**src/rtl/cfglut_pkg.sv**
```systemverilog
// Shared constants and state encoding for the CFGLUT5 chain loader.
package cfglut_pkg;

    localparam int unsigned LUT_BITS    = 32;
    localparam int unsigned NUM_LUT_MAX = 8;

    typedef enum logic [1:0] {
        IDLE  = 2'd0,
        SHIFT = 2'd1,
        DONE  = 2'd2
    } state_t;

endpackage

```
**src/rtl/cfglut_shreg.sv**
```systemverilog
// W-bit shift register with parallel load, serial input and a terminal-count flag.
module cfglut_shreg #(
    parameter int unsigned W = 32
) (
    input  logic         clk,
    input  logic         rst_n,
    input  logic         load,
    input  logic [W-1:0] load_data,
    input  logic         shift,
    input  logic         sin,
    output logic [W-1:0] q,
    output logic         last_c
);

    localparam int unsigned CNT_W = $clog2(W);

    logic [CNT_W-1:0] cnt;

    // Load wins over shift; the FSM never asserts both together.
    always_ff @(posedge clk or negedge rst_n) begin
        if (!rst_n) begin
            q   <= '0;
            cnt <= '0;
        end else if (load) begin
            q   <= load_data;
            cnt <= '0;
        end else if (shift) begin
            q   <= {q[W-2:0], sin};
            cnt <= cnt + CNT_W'(1);
        end
    end

    assign last_c = (cnt == CNT_W'(W - 1));

endmodule

```
**src/rtl/cfglut_loader.sv**
```systemverilog
// Serial writer for a chain of CFGLUT5-style LUTs; captures displaced contents as readback.
module cfglut_loader
    import cfglut_pkg::*;
#(
    parameter int unsigned NUM_LUT = 1
) (
    input  logic                        clk,
    input  logic                        rst_n,
    input  logic                        ld_valid,
    output logic                        ld_ready,
    input  logic                        ld_restore,
    input  logic [NUM_LUT*LUT_BITS-1:0] ld_data,
    output logic                        busy,
    output logic                        cfg_ce,
    output logic                        cfg_cdi,
    input  logic                        cfg_cdo,
    output logic                        rb_valid,
    output logic [NUM_LUT*LUT_BITS-1:0] rb_data
);

    localparam int unsigned W = NUM_LUT * LUT_BITS;

    state_t         state;
    state_t         state_next;
    logic           restore;
    logic           accept;
    logic           shift;
    logic           last_c;
    logic [W-1:0]   shreg_q;
    logic [W-1:0]   load_data;

    // Restore starts from zero so the register fills purely with CDO bits.
    assign load_data = ld_restore ? '0 : ld_data;

    cfglut_shreg #(
        .W (W)
    ) u_shreg (
        .clk       (clk),
        .rst_n     (rst_n),
        .load      (accept),
        .load_data (load_data),
        .shift     (shift),
        .sin       (cfg_cdo),
        .q         (shreg_q),
        .last_c    (last_c)
    );

    always_ff @(posedge clk or negedge rst_n) begin
        if (!rst_n) begin
            state <= IDLE;
        end else begin
            state <= state_next;
        end
    end

    always_comb begin
        state_next = state;
        accept     = 1'b0;
        shift      = 1'b0;
        case (state)
            IDLE: begin
                if (ld_valid) begin
                    accept     = 1'b1;
                    state_next = SHIFT;
                end
            end
            SHIFT: begin
                shift = 1'b1;
                if (last_c) begin
                    state_next = DONE;
                end
            end
            DONE: begin
                state_next = IDLE;
            end
            default: begin
                state_next = IDLE;
            end
        endcase
    end

    // Final shift edge completes the old image; capture it including the last CDO bit.
    always_ff @(posedge clk or negedge rst_n) begin
        if (!rst_n) begin
            restore <= 1'b0;
            rb_data <= '0;
        end else begin
            if (accept) begin
                restore <= ld_restore;
            end
            if (shift && last_c) begin
                rb_data <= {shreg_q[W-2:0], cfg_cdo};
            end
        end
    end

    assign ld_ready = (state == IDLE);
    assign busy     = (state == SHIFT);
    assign cfg_ce   = (state == SHIFT);
    assign rb_valid = (state == DONE);
    assign cfg_cdi  = (state == SHIFT) && (restore ? cfg_cdo : shreg_q[W-1]);

endmodule

```
**config.mk**
```make
export PLATFORM = sky130hd
export DESIGN_NAME = cfglut_loader
export DESIGN_NICKNAME = d
export VERILOG_FILES = /design/src/rtl/cfglut_pkg.sv /design/src/rtl/cfglut_shreg.sv /design/src/rtl/cfglut_loader.sv
export SDC_FILE = /design/constraint.sdc
export NUM_CORES = 1
export LEC_CHECK = 0
export BUFFER_PORTS_ARGS = -buffer_cell sky130_fd_sc_hd__buf_2
export CELL_PAD_IN_SITES_DETAIL_PLACEMENT = 0
export CELL_PAD_IN_SITES_GLOBAL_PLACEMENT = 2
export CORE_MARGIN = 3
export CORE_UTILIZATION = 36
export CTS_BUF_LIST = sky130_fd_sc_hd__clkbuf_8 sky130_fd_sc_hd__clkbuf_16
export DETAILED_ROUTE_END_ITERATION = 7
export PLACE_DENSITY_LB_ADDON = 0.1
export SLEW_MARGIN = 10
export SYNTH_ARGS = -nofsm -noshare
export SYNTH_HDL_FRONTEND = slang
export SYNTH_SLANG_ARGS = --single-unit
```
**constraint.sdc**
```tcl
create_clock -name clk -period 1.86 [get_ports clk]
set_input_delay 0.372 -clock clk [delete_from_list [all_inputs] [get_ports clk]]
set_output_delay 0.372 -clock clk [all_outputs]
set_load 0.05 [all_outputs]
```
[After elaboration in Yosys (flattened, before gate mapping)]
Index checks and enable logic that the tools add are counted.
Word-level totals
  register bits: 72
  input port bits: 37
  output and inout port bits: 37
Cells by class
  reduce and logical (&&, ||, !) cells: 5
  $add $sub $neg: 1
  equality and inequality tests: 5
  multiplexer cells: 12
Operator list (number)
  $mux W32: 3
  $mux W5: 2
  $add A5 B1 Y5 const B: 1
  $eq A5 B5 Y1 const B: 1
  $mux W1: 4
  $mux W2: 2
  $pmux W2 S2: 1
  $eq A2 B1 Y1 const B: 1
  $eq A2 B2 Y1 const B: 1
  $logic_and A1 B1 Y1: 2
  $logic_not A2 Y1: 1
  $ne A2 B1 Y1 const B: 1
  $ne A2 B2 Y1 const B: 1
  $reduce_and A2 Y1: 1
  $reduce_bool A2 Y1: 1

[Depth between registers and ports, before layout]
Gate-level depths: netlist (run 1).
  depth in word-level cells: 4
  gate-level depth with buffers: 6
  depth with buffers taken out: 5

[Hierarchy]
A second synthesis (run 1) with hierarchy kept.
Second synthesis, totals
  cell total of the unflattened synthesis: 279
  area total of the unflattened synthesis: 3415.8 um^2
Modules (own cells, without submodules)
  cfglut_shreg: area an instance 1725.4 um^2, instances 1, cells each 161
  cfglut_loader: area an instance 1690.4 um^2, instances 1, cells each 118

[Worst setup path before layout (run 1)]
Ideal clock, no wire load.
  kind: reg-to-output
  start: reg state[1]
  end: out cfg_ce
  stages on the path, launching flop included: 5
  arrival time: 1.318 ns
  slack: 0.170 ns
  data required time: 1.488 ns
  path through: dfrtp_1 > nand2b_4 > inv_6 > buf_2 > buf_4
On the way
  longest elaborated chain between the ends: 1
RTL lines
  start, declared: line cfglut_loader.sv:23  | state_t state;
  start signal, assigned: line cfglut_loader.sv:52  | state <= state_next;
  $eq A2 B1 Y1
  end, declared: line cfglut_loader.sv:14  | output logic cfg_ce,
Every way passes these cells.

[Worst setup path in the final report (run 1)]
  start: reg state[1]
  end: out cfg_ce
On the way
  longest elaborated chain between the ends: 1
RTL lines
  $eq A2 B1 Y1: line cfglut_loader.sv:99  | assign cfg_ce = (state == SHIFT);
Every way passes these cells.

==> results.sh, run 1 <==
export IMPL_outcome="finished, final reports clean"
export IMPL_clkSinkCount=72
export IMPL_synth_top_cell_by_area="dfrtp_1"
export IMPL_grt_pass1_vias=2127
export IMPL_synth_compound_area_share_pct=12.5
export IMPL_startpoint_type="register"
export IMPL_synth_top_area_share_pct=58.0
export IMPL_dp_cells=382
export IMPL_clk_latency_ns=0.34
export IMPL_nFillCells=793
export IMPL_max_vdd_ir_drop_uv=809
export IMPL_root_buffer="clkbuf_8"
export IMPL_synth_xor_area_share_pct=0
export IMPL_grt_max_degree=40
export IMPL_antenna_left=0
export IMPL_setup_viol=0
export IMPL_synth_top_family_by_area="multiplexers"
export IMPL_die_height_um=98.9
export IMPL_yosys_cell_types_count=27
export IMPL_antenna_cells=0
export IMPL_skew_ns=0.00768
export IMPL_hold_violations=0
export IMPL_ys_top_cells_by_count="dfrtp_1 (72), a222oi_1 (32), inv_1 (32)"
export IMPL_ys_ff_latch=72
export IMPL_drive_gt1_share_pct=45.7
export IMPL_critical_path_required_ns=1.49
export IMPL_pre_cts_slack_ns=0.0801
export IMPL_place_gp_congestion=0.689
export IMPL_clkTransAtPathRegs_ns=0.08
export IMPL_design_area_mm2=0.00374
export IMPL_setup_ws_ns=0.0728
export IMPL_grt_usage_pct=14.4
export IMPL_viasPerCell=5.03
export IMPL_reg2reg_depth=6
export IMPL_leakage_nw=2.13
export IMPL_rsz0062_at_grt="true"
export IMPL_reg2reg_from="u_shreg.cnt[0]"
export IMPL_cts_hold_buf=0
export IMPL_drc=0
export IMPL_postPlaceCellArea_mm2=0.00356
export IMPL_io_buffer_count=73
export IMPL_min_period_over_period_pct=96.1
export IMPL_route_vias_total=2000
export IMPL_r2r_end="rb_data[10]"
export IMPL_die_w_um=98.9
export IMPL_ys_warn_count=0
export IMPL_cts_tree="yes"
export IMPL_max_freq_mhz=560
export IMPL_ff2ff_setup_slack_ns=0.08
export IMPL_fin_cells=398
export IMPL_rows=33
export IMPL_synth_fa_ha_area_share_pct=0.805
export IMPL_core_mm2=0.00830
export IMPL_globalRouteOverflowTotal=0
export IMPL_syn_inst=210
export IMPL_wl_mm=6.58
export IMPL_worstMarginPinSlew_ns=0.524
export IMPL_hp_class="in -> async"
export IMPL_slowest_stage="dfrtp_1"
export IMPL_clk_path_buf_depth=2
export IMPL_synth_flop_cell="dfrtp_1"
export IMPL_slowest_delay_ns=0.46
export IMPL_wl_per_cell_um=16.5
export IMPL_dieArea_mm2=0.00978
export IMPL_synth_area_leaders="dfrtp_1 (58%), mux2_4 (14%), a222oi_1 (10%)"
export IMPL_synthMuxAreaShare_pct=15.8
export IMPL_dp_hpwl_mm=4.40
export IMPL_dr_pass1_iters=5
export IMPL_synthesis_nets=249
export IMPL_synthSimpleGateAreaFrac_pct=3.30
export IMPL_endpoint_kind="output port"
export IMPL_syn_cell_area_mm2=0.00311
export IMPL_nNetsFinal=327
export IMPL_yosysMostFrequentCell="dfrtp_1"
export IMPL_cp_max_fo=15
export IMPL_period_needed_ns=1.79
export IMPL_initial_utilization_pct=37.4
export IMPL_cts_buffers_inserted=9
export IMPL_crit_arrival_ns=1.42
export IMPL_setup_tns_ns=0
export IMPL_area_growth_pct=20.2
export IMPL_power_density_mw_per_mm2=1810
export IMPL_drt_iter0_markers=144
export IMPL_grt_pass1_wl_mm=11.0
export IMPL_grt_antenna_before_repair=0
export IMPL_slew_viol_final=0
export IMPL_synth_edf_count=0
export IMPL_maxCapViolCount=0
export IMPL_ys_async_sr_fraction_pct=100
export IMPL_path_class="reg -> out"
export IMPL_ios=74
export IMPL_syn_avg_cell_area_um2=14.8
export IMPL_synth_seq_area_share_pct=58.0
export IMPL_crit_path_cell_trace="nand2b_4 -> inv_6 -> clkbuf_4"
export IMPL_cts_htree_levels=3
export IMPL_slew_headroom_pct=65.1
per-stage QoR:
step                      hold WS, ns  util [%]  power [mW]
after floorplan                0.0764         -        5.07
after global placement          0.389      42.9        5.71
after detailed placement        0.392      42.9        5.74
after CTS                     0.00489      45.0        6.88
after global routing           0.0257      45.0        7.24
final                        0.000342      45.0        6.77
final cells by class:
class                      count  area, um2  share of cell area, %
clock buffer                   9        124                   3.32
clock inverter                 7       47.5                   1.27
inverter                      34        133                   3.55
multi-input combinational     89       1010                   27.0
sequential                    72       1800                   48.3
tap                          105        131                   3.52
timing repair buffer          82        490                   13.1
layer usage:
layer / wire length, um / global-route usage, % / up-vias
met5: 0 / 0 / -
met4: 91 / 5.04 / 0
met3: 322 / 4.10 / 10
met2: 3050 / 21.7 / 54
met1: 3120 / 19.9 / 1004
li1: - / - / 932
power by group:
part	internal [mW]	switching [mW]	total, mW
logic	1.09	1.84	2.93
clock network	0.483	0.604	1.09
registers	2.24	0.508	2.75
worst max-delay path, delay by kind of cell, from the launching register on:
family / cells / cell delay (ns)
buf+inv: 2 / 0.41
flops: 1 / 0.46
simple gates: 1 / 0.21
cells by family (layout without fill, tap and decap cells):
| group | Yosys count | in the layout |
|---|---|---|
| AO/OA/AOI/OAI | 40 | 40 |
| buffers and inverters | 49 | 132 |
| AND/OR/NAND/NOR | 13 | 13 |
| multiplexers | 34 | 34 |
| flip-flops | 72 | 72 |
| adder cells (fa/ha/maj) | 2 | 2 |
how the worst max path moves through the flow:
stage,start,endpoint,slack [ns],cells after the start
finish,state[1],cfg_ce,0.07,3
global route,state[1],cfg_ce,-0.02,3
CTS,state[1],cfg_ce,0.01,3
detailed placement,u_shreg.cnt[0],rb_data[10],0.08,6
global placement,u_shreg.cnt[0],rb_data[11],0.11,6
floorplan,state[1],cfg_ce,0.17,4
state kept, by name (all words and copies together), names as in the netlist:
signal / flops
state: 2
restore: 1
u_shreg.cnt: 5
u_shreg.q: 32
rb_data: 32
cell usage in the layout (no fill, tap or decap), types with 2 or more instances in the layout:
master       n
clkbuf_4     2
clkinvlp_4   2
dfrtp_1     71
nand2_1      2
nand3_1      2
inv_1       32
buf_12       4
buf_2       70
inv_6        2
mux2_4      29
clkinv_2     3
ha_1         2
mux2_1       4
a222oi_1    32
a22o_1       3
clkbuf_8     9
buf_4        6
nor2_1       4
a21oi_1      2
timing repair:
item                                    4_1_cts  5_1_grt
setup buffers                                 0        0
endpoints found under the setup margin        3        2
resized for setup                             1        2
hold endpoints to repair                      0        0
Power figures use the tool's default switching activity.
==> run 2, diff against run 1 <==
Settings changed: HOLD_SLACK_MARGIN set to 0.1, MAX_ROUTING_LAYER set to met4.
==> run 2 against run 1 <==
  * Hold slack gained 0.23 ns
  * Wire length up 0.44%
  * Register-to-register slack about the same
  * Fmax fell by 0.23%
  * Critical endpoint unchanged
  * Largest power group unchanged
==> results.sh, run 2 (synthesis gave the netlist of run 1 again) <==
export IMPL_drive_gt1_share_pct=45.6
export IMPL_place_gp_congestion=0.696
export IMPL_hold_violations=0
export IMPL_maxCapViolCount=0
export IMPL_dr_pass1_iters=5
export IMPL_p_switching_mw=2.96
export IMPL_seq_power_share_pct=40.6
export IMPL_grt_antenna_before_repair=0
export IMPL_fin_cells=399
export IMPL_leakage_nw=2.13
export IMPL_post_route_util_pct=45.1
export IMPL_clk_path_buf_depth=2
export IMPL_final_cell_mix="dfrtp_1 (71), buf_2 (70), a222oi_1 (32), inv_1 (32), mux2_4 (29)"
export IMPL_route_vias_total=1989
export IMPL_period_needed_ns=1.79
export IMPL_max_vdd_ir_drop_uv=809
export IMPL_antenna_left=0
export IMPL_wl_per_cell_um=16.6
export IMPL_die_w_um=98.9
export IMPL_die_height_um=98.9
export IMPL_core_mm2=0.00830
export IMPL_internal_power_mw=3.82
export IMPL_clkTransAtPathRegs_ns=0.08
export IMPL_startpoint_type="register"
export IMPL_pre_cts_slack_ns=0.0801
export IMPL_dp_hpwl_mm=4.40
export IMPL_slew_viol_final=0
export IMPL_nNetsFinal=328
export IMPL_wl_mm=6.61
export IMPL_initial_utilization_pct=37.4
export IMPL_skew_ns=0.00918
export IMPL_max_freq_mhz=558
export IMPL_drt_iter0_markers=144
export IMPL_grt_usage_pct=14.9
export IMPL_dieArea_mm2=0.00978
export IMPL_grt_pass1_vias=2108
export IMPL_cp_max_fo=15
export IMPL_grt_pass1_wl_mm=11.0
export IMPL_cts_buffers_inserted=9
export IMPL_pwr_share_clk_pct=16.2
export IMPL_area_growth_pct=20.5
export IMPL_dp_cells=382
export IMPL_rows=33
export IMPL_setup_tns_ns=0
export IMPL_io_buffer_count=73
export IMPL_endpoint_kind="output port"
export IMPL_antenna_cells=0
export IMPL_worstMarginPinSlew_ns=0.527
export IMPL_setup_viol=0
export IMPL_outcome="finished, final reports clean"
export IMPL_clk_latency_ns=0.35
export IMPL_regArea_mm2=0.00180
export IMPL_pwr_share_comb_pct=43.3
export IMPL_globalRouteOverflowTotal=0
export IMPL_critical_path_required_ns=1.49
export IMPL_clkSinkCount=72
export IMPL_slew_headroom_pct=64.9
export IMPL_design_area_mm2=0.00375
export IMPL_root_buffer="clkbuf_8"
export IMPL_netSwitchingFraction_pct=43.7
export IMPL_drc=0
export IMPL_multi_input_area_mm2=0.00101
export IMPL_viasPerCell=4.98
export IMPL_grt_max_degree=40
export IMPL_path_class="reg -> out"
export IMPL_power_density_mw_per_mm2=1810
export IMPL_cts_tree="yes"
export IMPL_min_period_over_period_pct=96.3
export IMPL_top_regs="rb_data: 32 flops, u_shreg.q: 32 flops, u_shreg.cnt: 5 flops"
export IMPL_setup_ws_ns=0.0686
export IMPL_ios=74
export IMPL_cts_htree_levels=3
export IMPL_crit_arrival_ns=1.42
export IMPL_rsz0062_at_grt="true"
export IMPL_nFillCells=792
export IMPL_hp_class="in -> reg"
export IMPL_postPlaceCellArea_mm2=0.00356
export IMPL_final_common_cell="dfrtp_1"
-- run 2: cell type report --
class,count,share of cell area [%]
Sequential cell,72,48.1
Clock inverter,7,1.27
Multi-Input combinational cell,89,26.9
Tap cell,105,3.51
Inverter,34,3.54
Clock buffer,9,3.31
Timing Repair Buffer,83,13.4
-- run 2: power groups by stage --
| stage | logic (mW) | registers, mW | clock network, mW |
|---|---|---|---|
| global placement | 2.93 | 2.78 | 0 |
| floorplan | 1.49 | 3.58 | 0 |
| CTS | 2.97 | 2.76 | 1.15 |
| finish | 2.93 | 2.75 | 1.10 |
| global route | 3.17 | 2.86 | 1.22 |
| detailed placement | 2.97 | 2.76 | 0 |
-- run 2: per-layer routing --
metal | global-route usage, % | wire length, um | vias up
met5 | - | 0 | -
met4 | 4.41 | 59 | 0
met3 | 4.46 | 323 | 7
met2 | 21.7 | 3100 | 63
met1 | 20.1 | 3130 | 986
li1 | - | - | 933
-- run 2: critical path: stages, from the launching register on --
cell,delay [ns]
dfrtp_1,0.46
nand2b_4,0.21
inv_6,0.15
clkbuf_4,0.26
-- run 2: what timing repair did --
item / CTS / global route
gates resized for setup: 1 / 2
setup buffers: 0 / 0
endpoints found under the hold margin: 37 / 0
setup endpoints to repair: 3 / 2
hold buffers: 1 / 0
-- run 2: metrics by stage --
stage          hold slack, ns  power [mW]
6_report                0.235        6.77
5_1_grt                 0.222        7.25
4_1_cts                 0.220        6.88
3_5_place_dp            0.392        5.74
3_3_place_gp            0.389        5.71
2_1_floorplan          0.0764        5.07
-- run 2: worst paths after layout --
path	end	start	cells after the start	slack (ns)
max	cfg_ce	state[1]	3	0.07
max reg2reg	rb_data[10]	u_shreg.cnt[0]	6	0.08
min reg2reg	u_shreg.cnt[0]	u_shreg.cnt[0]	1	0.50
min	u_shreg.q[29]	ld_data[29]	3	0.24
max in group asynchronous	u_shreg.cnt[1]	rst_n	3	0.78
min in group asynchronous	restore	rst_n	2	0.54
==> run 3, diff against run 2 <==
Settings changed: GPL_TIMING_DRIVEN set to 0.
==> run 3 against run 2 <==
  * The flow now finishes with violations (design-rule violations)
  * Register-to-register slack improved by 0.02 ns
  * First-iteration DRC count rose by 31%
  * Global-route usage fell by 0.16 points
  * Largest cell class unchanged
  * Total power rose by 9.4%
  * Die area did not move
  * Largest power group unchanged
  * Cell area rose by 6.6%
  * Combinational power rose by 8.5%
  * Fmax rose by 0.95%
==> results.sh, run 3 (synthesis gave the netlist of run 1 again) <==
export IMPL_setup_tns_ns=0
export IMPL_routed_top_layer="met4"
export IMPL_cts_buffers_inserted=9
export IMPL_drc=2
export IMPL_die_height_um=98.9
export IMPL_slew_viol_final=0
export IMPL_dr_pass1_iters=8
export IMPL_wl_met3_um=363
export IMPL_wl_mm=6.54
export IMPL_area_growth_pct=28.5
export IMPL_nFillCells=762
export IMPL_path_class="reg -> out"
export IMPL_reg2reg_from="u_shreg.cnt[0]"
export IMPL_crit_arrival_ns=1.40
export IMPL_antenna_left=0
export IMPL_max_vdd_ir_drop_uv=930
export IMPL_drive_gt1_share_pct=48.4
export IMPL_hp_class="in -> reg"
export IMPL_endpoint_kind="output port"
export IMPL_hold_path_cell_count=3
export IMPL_power_density_mw_per_mm2=1860
export IMPL_min_period_over_period_pct=95.4
export IMPL_initial_utilization_pct=37.4
export IMPL_power_mw=7.41
export IMPL_grt_antenna_before_repair=0
export IMPL_die_w_um=98.9
export IMPL_clkTransAtPathRegs_ns=0.07
export IMPL_ios=74
export IMPL_cts_htree_levels=3
export IMPL_r2r_end="rb_data[17]"
export IMPL_viasPerCell=4.91
export IMPL_io_buffer_count=73
export IMPL_route_vias_total=2037
export IMPL_postPlaceCellArea_mm2=0.00363
export IMPL_hold_violations=0
export IMPL_skew_ns=0.00851
export IMPL_min_to="u_shreg.q[28]"
export IMPL_final_common_cell="dfrtp_1"
export IMPL_grt_max_degree=62
export IMPL_outcome="complete, but fails checks"
export IMPL_dr_wl_met2_mm=3.06
export IMPL_globalRouteOverflowTotal=0
export IMPL_final_cell_mix="dfrtp_1 (71), buf_2 (69), a222oi_1 (32), inv_1 (32), mux2_4 (29)"
export IMPL_worstMarginPinSlew_ns=0.539
export IMPL_cts_tree="yes"
export IMPL_period_needed_ns=1.77
export IMPL_place_gp_congestion=0.703
export IMPL_grt_pass1_vias=2128
export IMPL_startpoint_type="register"
export IMPL_hp_start="ld_data[28]"
export IMPL_top_regs="rb_data: 32 flops, u_shreg.q: 32 flops, u_shreg.cnt: 5 flops"
export IMPL_design_area_mm2=0.00400
export IMPL_rsz0062_at_grt="false"
export IMPL_leakage_nw=2.25
export IMPL_grt_usage_pct=14.7
export IMPL_reg2reg_depth=6
export IMPL_rows=33
export IMPL_pre_cts_slack_ns=0.0459
export IMPL_maxCapViolCount=0
export IMPL_max_freq_mhz=564
export IMPL_root_buffer="clkbuf_8"
export IMPL_clk_latency_ns=0.34
export IMPL_dp_hpwl_mm=4.37
export IMPL_drt_iter0_markers=189
export IMPL_wl_per_cell_um=15.8
export IMPL_critical_path_required_ns=1.49
export IMPL_core_mm2=0.00830
export IMPL_slowest_delay_ns=0.41
export IMPL_crit_path_cell_trace="nand2b_4 -> buf_4 -> nor2_1 -> clkbuf_4"
export IMPL_violations="design-rule violations"
export IMPL_clkSinkCount=72
export IMPL_cp_max_fo=4
export IMPL_setup_viol=0
export IMPL_slew_headroom_pct=63.9
export IMPL_clk_path_buf_depth=2
export IMPL_grt_pass1_wl_mm=10.9
export IMPL_dieArea_mm2=0.00978
export IMPL_ff2ff_setup_slack_ns=0.10
export IMPL_setup_ws_ns=0.0855
export IMPL_slowest_stage="dfrtp_2"
export IMPL_nNetsFinal=344
export IMPL_antenna_cells=0
export IMPL_drt_met1_wl_mm=3.08
==> run 3: cell count changes in the layout (fill, tap and decap cells not counted), sizes merged <==
cell	previous run	this run
clkbuf	11	13
clkinv	4	2
clkinvlp	2	1
bufinv	0	3
buf	80	96
inv	35	33
==> run 3: final cells by class <==
type | instances | area, um2 | share of cell area (%)
clock inverters | 5 | 103 | 2.57
flip-flops and latches | 72 | 1800 | 45.1
well taps | 105 | 131 | 3.29
clock buffers | 11 | 151 | 3.79
inverters | 34 | 140 | 3.51
multi-input cells | 89 | 1010 | 25.3
plain buffers | 14 | 161 | 4.04
repair buffers | 85 | 495 | 12.4
==> run 3: how the worst max path moves through the flow <==
stage,from,end,depth (start not counted),slack [ns]
6_report,state[1],cfg_cdi,4,0.09
5_1_grt,state[0],cfg_cdi,5,0.009
4_1_cts,state[0],cfg_ce,6,0.001
3_5_place_dp,state[1],cfg_ce,5,0.05
3_3_place_gp,rst_n,u_shreg.q[14],1,-0.09
2_1_floorplan,state[1],cfg_ce,4,0.17
==> run 3: repair_timing <==
item	4_1_cts	5_1_grt
hold endpoints to repair	11	0
setup buffers	1	9
hold buffers	1	0
setup endpoints to repair	2	13
pin swaps	0	0
gates resized for setup	8	4
==> run 3: report_power, final <==
| part | internal (mW) | switching, mW | total, mW |
|---|---|---|---|
| clock network | 0.962 | 0.580 | 1.54 |
| logic | 1.27 | 1.91 | 3.18 |
| registers | 2.24 | 0.457 | 2.70 |
| total | 4.47 | 2.95 | 7.41 |
==> run 3: stage by stage <==
step / utilization (%) / hold slack, ns / instances
finish: 48.1 / 0.252 / 415
global route: 48.1 / 0.240 / 415
CTS: 47.3 / 0.224 / 407
floorplan: - / 0.0764 / 210
global placement: 43.4 / 0.483 / 388
detailed placement: 43.8 / 0.234 / 389
==> run 3: layer usage <==
layer	vias to the layer above	global-route usage, %
met5	-	-
met4	0	3.78
met3	4	5.10
li1	962	-
met1	994	20.1
met2	77	20.9
==> run 3: critical path, delay by kind of cell, from the launching register on <==
family	cells	cell delay, ns
buffers and inverters	2	0.38
AND/OR/NAND/NOR	2	0.28
flip-flops	1	0.41
